## config.mk

```make
export PLATFORM = sky130hd
export DESIGN_NAME = adder_arbiter
export DESIGN_NICKNAME = d
export VERILOG_FILES = /design/src/rtl/adder_arbiter.sv
export SDC_FILE = /design/constraint.sdc
export NUM_CORES = 1
export LEC_CHECK = 0
export CELL_PAD_IN_SITES_DETAIL_PLACEMENT = 1
export CELL_PAD_IN_SITES_GLOBAL_PLACEMENT = 1
export CORE_MARGIN = 1.5
export CORE_UTILIZATION = 32
export CTS_BUF_LIST = sky130_fd_sc_hd__clkbuf_2
export DETAILED_ROUTE_END_ITERATION = 8
export HOLD_SLACK_MARGIN = 0.05
export PLACE_DENSITY = 0.77
export SETUP_SLACK_MARGIN = 0.05
export SLEW_MARGIN = 10
export SYNTH_ARGS = -nofsm -noshare
export SYNTH_HDL_FRONTEND = slang
export SYNTH_HIERARCHICAL = 1
export SYNTH_SLANG_ARGS = --single-unit
```

## constraint.sdc

```tcl
create_clock -name clk -period 1.95 [get_ports clk]
set_input_delay 0.195 -clock clk [delete_from_list [all_inputs] [get_ports clk]]
set_output_delay 0.195 -clock clk [all_outputs]
set_load 0.05 [all_outputs]
```

## src/rtl/adder_arbiter.sv

```systemverilog
// adder_arbiter: round-robin sequencer sharing one registered adder.
// Optional carry-out port rsp_ovf enabled by `define ADDER_ARB_OVF_EN.
//
// Ports:
//   clk, rstn          clock, async active-low reset
//   req_valid/ready    per-requester handshake (ready one-hot or zero)
//   req_a, req_b       packed operands, requester i at [i*WIDTH +: WIDTH]
//   rsp_valid/ready    response handshake
//   rsp_id, rsp_sum    owner tag and wrapped sum of the response
//   rsp_ovf            carry-out (only with ADDER_ARB_OVF_EN)
//   busy               high whenever the sequencer is not idle

module adder #(
  parameter int WIDTH = 8
) (
  input  logic             clk,
  input  logic             rstn,
  input  logic [WIDTH-1:0] a,
  input  logic [WIDTH-1:0] b,
  output logic [WIDTH-1:0] sum
);

  always_ff @(posedge clk or negedge rstn) begin
    if (!rstn) sum <= '0;
    else       sum <= a + b;
  end

endmodule

module adder_arbiter #(
  parameter  int WIDTH = 8,
  parameter  int NREQ  = 4,
  localparam int IDW   = $clog2(NREQ)
) (
  input  logic                  clk,
  input  logic                  rstn,
  input  logic [NREQ-1:0]       req_valid,
  output logic [NREQ-1:0]       req_ready,
  input  logic [NREQ*WIDTH-1:0] req_a,
  input  logic [NREQ*WIDTH-1:0] req_b,
  output logic                  rsp_valid,
  input  logic                  rsp_ready,
  output logic [IDW-1:0]        rsp_id,
  output logic [WIDTH-1:0]      rsp_sum,
`ifdef ADDER_ARB_OVF_EN
  output logic                  rsp_ovf,
`endif
  output logic                  busy
);

  localparam logic [1:0] S_IDLE  = 2'd0;
  localparam logic [1:0] S_ISSUE = 2'd1;
  localparam logic [1:0] S_WAIT  = 2'd2;
  localparam logic [1:0] S_RESP  = 2'd3;

  logic [1:0]       state;
  logic [IDW-1:0]   last_grant;
  logic [IDW-1:0]   tag;
  logic [WIDTH-1:0] op_a;
  logic [WIDTH-1:0] op_b;
  logic [WIDTH-1:0] sum;

  logic             gnt_any;
  logic [IDW-1:0]   gnt_idx;
  logic [IDW-1:0]   cand;
  logic [WIDTH-1:0] pick_a;
  logic [WIDTH-1:0] pick_b;

  logic st_idle;
  logic st_issue;
  logic st_wait;
  logic st_resp;

  assign st_idle  = (state == S_IDLE);
  assign st_issue = (state == S_ISSUE);
  assign st_wait  = (state == S_WAIT);
  assign st_resp  = (state == S_RESP);

  adder #(
    .WIDTH (WIDTH)
  ) u_adder (
    .clk  (clk),
    .rstn (rstn),
    .a    (op_a),
    .b    (op_b),
    .sum  (sum)
  );

  // Search starts one past the last winner and wraps,
  // so the first hit in the loop is the round-robin winner.
  always_comb begin
    gnt_any = 1'b0;
    gnt_idx = '0;
    cand    = '0;
    for (int k = 1; k <= NREQ; k++) begin
      cand = IDW'((int'(last_grant) + k) % NREQ);
      if (!gnt_any && req_valid[cand]) begin
        gnt_any = 1'b1;
        gnt_idx = cand;
      end
    end
  end

  // Operand mux by constant slices to keep the
  // index arithmetic out of the part-selects.
  always_comb begin
    pick_a = '0;
    pick_b = '0;
    for (int i = 0; i < NREQ; i++) begin
      if (gnt_idx == IDW'(i)) begin
        pick_a = req_a[i*WIDTH +: WIDTH];
        pick_b = req_b[i*WIDTH +: WIDTH];
      end
    end
  end

  // Grants only while idle; held low during reset.
  always_comb begin
    req_ready = '0;
    if (rstn && st_idle && gnt_any) begin
      req_ready[gnt_idx] = 1'b1;
    end
  end

  always_ff @(posedge clk or negedge rstn) begin
    if (!rstn) begin
      state      <= S_IDLE;
      last_grant <= IDW'(NREQ - 1);
      tag        <= '0;
      op_a       <= '0;
      op_b       <= '0;
      rsp_valid  <= 1'b0;
      rsp_sum    <= '0;
    end else begin
      unique case (1'b1)
        st_idle: begin
          if (gnt_any) begin
            op_a       <= pick_a;
            op_b       <= pick_b;
            tag        <= gnt_idx;
            last_grant <= gnt_idx;
            state      <= S_ISSUE;
          end
        end
        st_issue: begin
          state <= S_WAIT;
        end
        st_wait: begin
          rsp_sum   <= sum;
          rsp_valid <= 1'b1;
          state     <= S_RESP;
        end
        st_resp: begin
          if (rsp_ready) begin
            rsp_valid <= 1'b0;
            state     <= S_IDLE;
          end
        end
        default: begin
          state <= S_IDLE;
        end
      endcase
    end
  end

  assign rsp_id = tag;
  assign busy   = !st_idle;

`ifdef ADDER_ARB_OVF_EN
  // A wrapped sum is smaller than either operand
  // exactly when the WIDTH+1 bit sum carries out.
  logic carry;

  assign carry = (op_a + op_b) < op_a;

  always_ff @(posedge clk or negedge rstn) begin
    if (!rstn) begin
      rsp_ovf <= 1'b0;
    end else if (st_wait) begin
      rsp_ovf <= carry;
    end
  end
`else
  // Carry-out is not tracked in this build.
`endif

endmodule

```

==> impl_metrics.tcl <==
set metrics [dict create \
    status "finished, violations left" \
    violations "setup timing" \
    finalMaxSlewViolations 0 \
    gp_congestion 0.7751 \
    drc 0 \
    firstDrtPassIters 4 \
    max_freq_mhz 479.2 \
    cts_tree "yes" \
    cp-end-kind "primary output" \
    critPathKind "in -> out" \
    worst_slack_ns -0.1367 \
    swShare 0.4576 \
    drtIter0Drc 83 \
    floorplan.die.width_um 90.45 \
    core_area_mm2 0.007331 \
    final_area_mm2 0.003975 \
    maxCapViolCount 0 \
    synth_nets 317 \
    critPathMaxFanout 6 \
    syn-mean-instance-area_um2 10.46 \
    finalSetupViolations 4 \
    cp.required_ns 1.75 \
    arrival_ns 1.89 \
    drive_above_1_share 0.2870 \
    leakagePower_nw 1.628 \
    route.detailed.wl_per_inst_um 18.26 \
    grt_first_pass_wirelength_um 12900 \
    p_sw_w 0.002775 \
    rows 31 \
    portBuffers 86 \
    dp_hpwl_um 6020 \
    slew_headroom 0.6586 \
    synth_cells 234 \
    hold_violations 0 \
    overflow 0 \
    fill_cells 785 \
    rsz0062_at_grt "true" \
    yosysTopAreaCell "dfrtp_1" \
    clk_path_buf_depth 2 \
    hold_class "in -> reg" \
    yosysMostFrequentCell "dfrtp_1" \
    synthFlopType "dfrtp_1" \
    grt_pass1_vias 2542 \
    fin_nets 428 \
    grt_usage 0.1980 \
    startpoint_type "input pin" \
    ys_seq_area_frac 0.3998 \
    seq_power_share 0.247 \
    min_period_ns 2.087 \
    timing.final.crit_share 1.070 \
    path_clk_slew_ns 0.18 \
    ys_types 50 \
    diodes 0 \
    synth_top_area_frac 0.3783 \
    async_flop_share 1.000 \
    placement.cell_area_mm2 0.003670 \
    clock-root-buffer "clkbuf_2" \
    vias 2376 \
    synth_edf_count 0 \
    powerDensity_mw_per_mm2 1526 \
    synth_area_leaders "dfrtp_1 (38%), ha_1 (5.6%), mux2_2 (4.1%)" \
    wl_um 8109 \
    grt_start_max_net_pins 40 \
    die_y_um 90.45 \
    cts_buffers 5 \
    combPwrFrac 0.699 \
    synth_common_cells "dfrtp_1 (37), a21oi_1 (20), a211oi_1 (13)" \
    clk_latency_ns 0.38 \
    grt_antenna_before_repair 0 \
    viasPerCell 5.351 \
    internal_power_w 0.003290 \
    p_clk_frac 0.054 \
    die_area_mm2 0.008181 \
    syn_area_mm2 0.002447 \
    yosys_warnings 6 \
    synth-seq-cells 39 \
    place_ws_ns -0.2843 \
    peakVddDrop_mv 0.5376 \
    finClkSkew_ns 0.01368 \
    clock_sink_count 39 \
    htreeDepth 2 \
    tightest_slew_ns 0.5106 \
    ant_nets 0 \
    synthToLayoutAreaGrowth_pct 62.42 \
    ios 87 \
    start_util 0.3338 \
]
-- power by group through the flow --
stage | registers [W] | logic (W) | clock network, W
after floorplan | 0.00187 | 0.00221 | 0
after CTS | 0.00150 | 0.00402 | 0.000349
after detailed placement | 0.00154 | 0.00379 | 0
after global routing | 0.00155 | 0.00456 | 0.000382
after global placement | 0.00151 | 0.00363 | 0
final | 0.00150 | 0.00424 | 0.000327
-- path summary, 6_finish.rpt --
check | cells past startpoint | slack, ns | endpoint | start
setup / recovery | 8 | -0.14 | req_ready[2] | req_valid[3]
hold / removal | 2 | 0.41 | rsp_valid | rsp_ready
setup reg to reg | 6 | 0.05 | op_a[2] | last_grant[0]
hold reg to reg | 1 | 0.50 | rsp_sum[7] | u_adder/sum[7]
max in group asynchronous | 3 | 1.08 | last_grant[0] | rstn
min in group asynchronous | 3 | 0.50 | u_adder/sum[5] | rstn
-- layout by cell type (no fill, tap or decap), drive strengths merged, types with 2 or more instances in the layout --
cell type	netlist	layout
clkdlybuf4s50	0	80
dfrtp	37	37
buf	5	36
a21oi	20	20
mux2	18	18
nor2	13	13
a211oi	13	13
ha	11	11
nand4	10	10
a221o	10	10
o31ai	10	10
nand2	8	8
inv	9	8
and4	6	6
nor3	6	6
mux2i	6	6
o21ai	6	6
clkbuf	8	5
nor2b	5	5
nand2b	4	4
o21a	3	3
o211ai	3	3
dfstp	2	2
xor2	2	2
xnor2	2	2
a21o	2	2
nand3	2	2
clkinv	0	2
o311ai	2	2
-- logic make-up (layout without fill, tap and decap cells) --
logic type      count (synthesis)  count (layout)  share of synthesized area
compound gates                 75              75                     0.2234
simple gates                   58              58                     0.1437
flops                          39              39                     0.3998
mux                            24              24                     0.1135
buf+inv                        22             133                    0.04090
fa+ha+maj                      12              12                    0.06442
xor+xnor                        4               4                    0.01432
-- cell type report --
class | instances | area [um2] | share of cell area
inverter | 9 | 37.54 | 0.009443
multi-input combinational | 173 | 1612 | 0.4054
timing repair buffer | 117 | 1190 | 0.2993
clock buffer | 5 | 25.02 | 0.006295
tap | 99 | 123.9 | 0.03116
clock inverter | 2 | 8.758 | 0.002203
sequential | 39 | 978.4 | 0.2461
-- metrics by stage --
step | total power, W | setup TNS [ns] | cells | hold WS, ns | util
after floorplan | 0.004078 | 0 | 234 | -0.1006 | -
after global placement | 0.005149 | -2.743 | 428 | 0.4010 | 0.5006
after detailed placement | 0.005332 | -3.633 | 428 | 0.4073 | 0.5006
after CTS | 0.005861 | -0.6800 | 444 | 0.3723 | 0.5206
after global routing | 0.006493 | -1.079 | 444 | 0.3709 | 0.5422
final | 0.006066 | -0.4759 | 444 | 0.4069 | 0.5422
-- state kept, by name, indices dropped and copies added (netlist names) --
name / count
rsp_sum: 8
rsp_id: 2
state: 2
rsp_valid: 1
last_grant: 2
op_a: 8
op_b: 8
u_adder/sum: 8
-- critical path, cell delays in order --
cell and delay, ns:
clkdlybuf4s50_1 0.63, nor2b_4 0.25, or2_1 0.17, buf_4 0.12
buf_4 0.11, nand2_4 0.06, nor3_4 0.19, buf_12 0.16
-- metal layers --
| metal | routed length, um | vias up | GRT usage |
|---|---|---|---|
| met5 | 0 | - | 0 |
| met4 | 78 | 0 | 0.03571 |
| met3 | 332 | 9 | 0.03283 |
| met2 | 4241 | 75 | 0.3580 |
| met1 | 3457 | 1173 | 0.2488 |
| li1 | - | 1119 | - |
-- repair_timing --
action                                  4_1_cts  5_1_grt
gates resized for setup                      10       31
endpoints found under the setup margin       18       20
pin swaps                                     6       10
hold buffers                                  1        0
endpoints found under the hold margin        37        0
setup buffers                                 9        2
No activity file was read; power rests on OpenSTA's default activity.
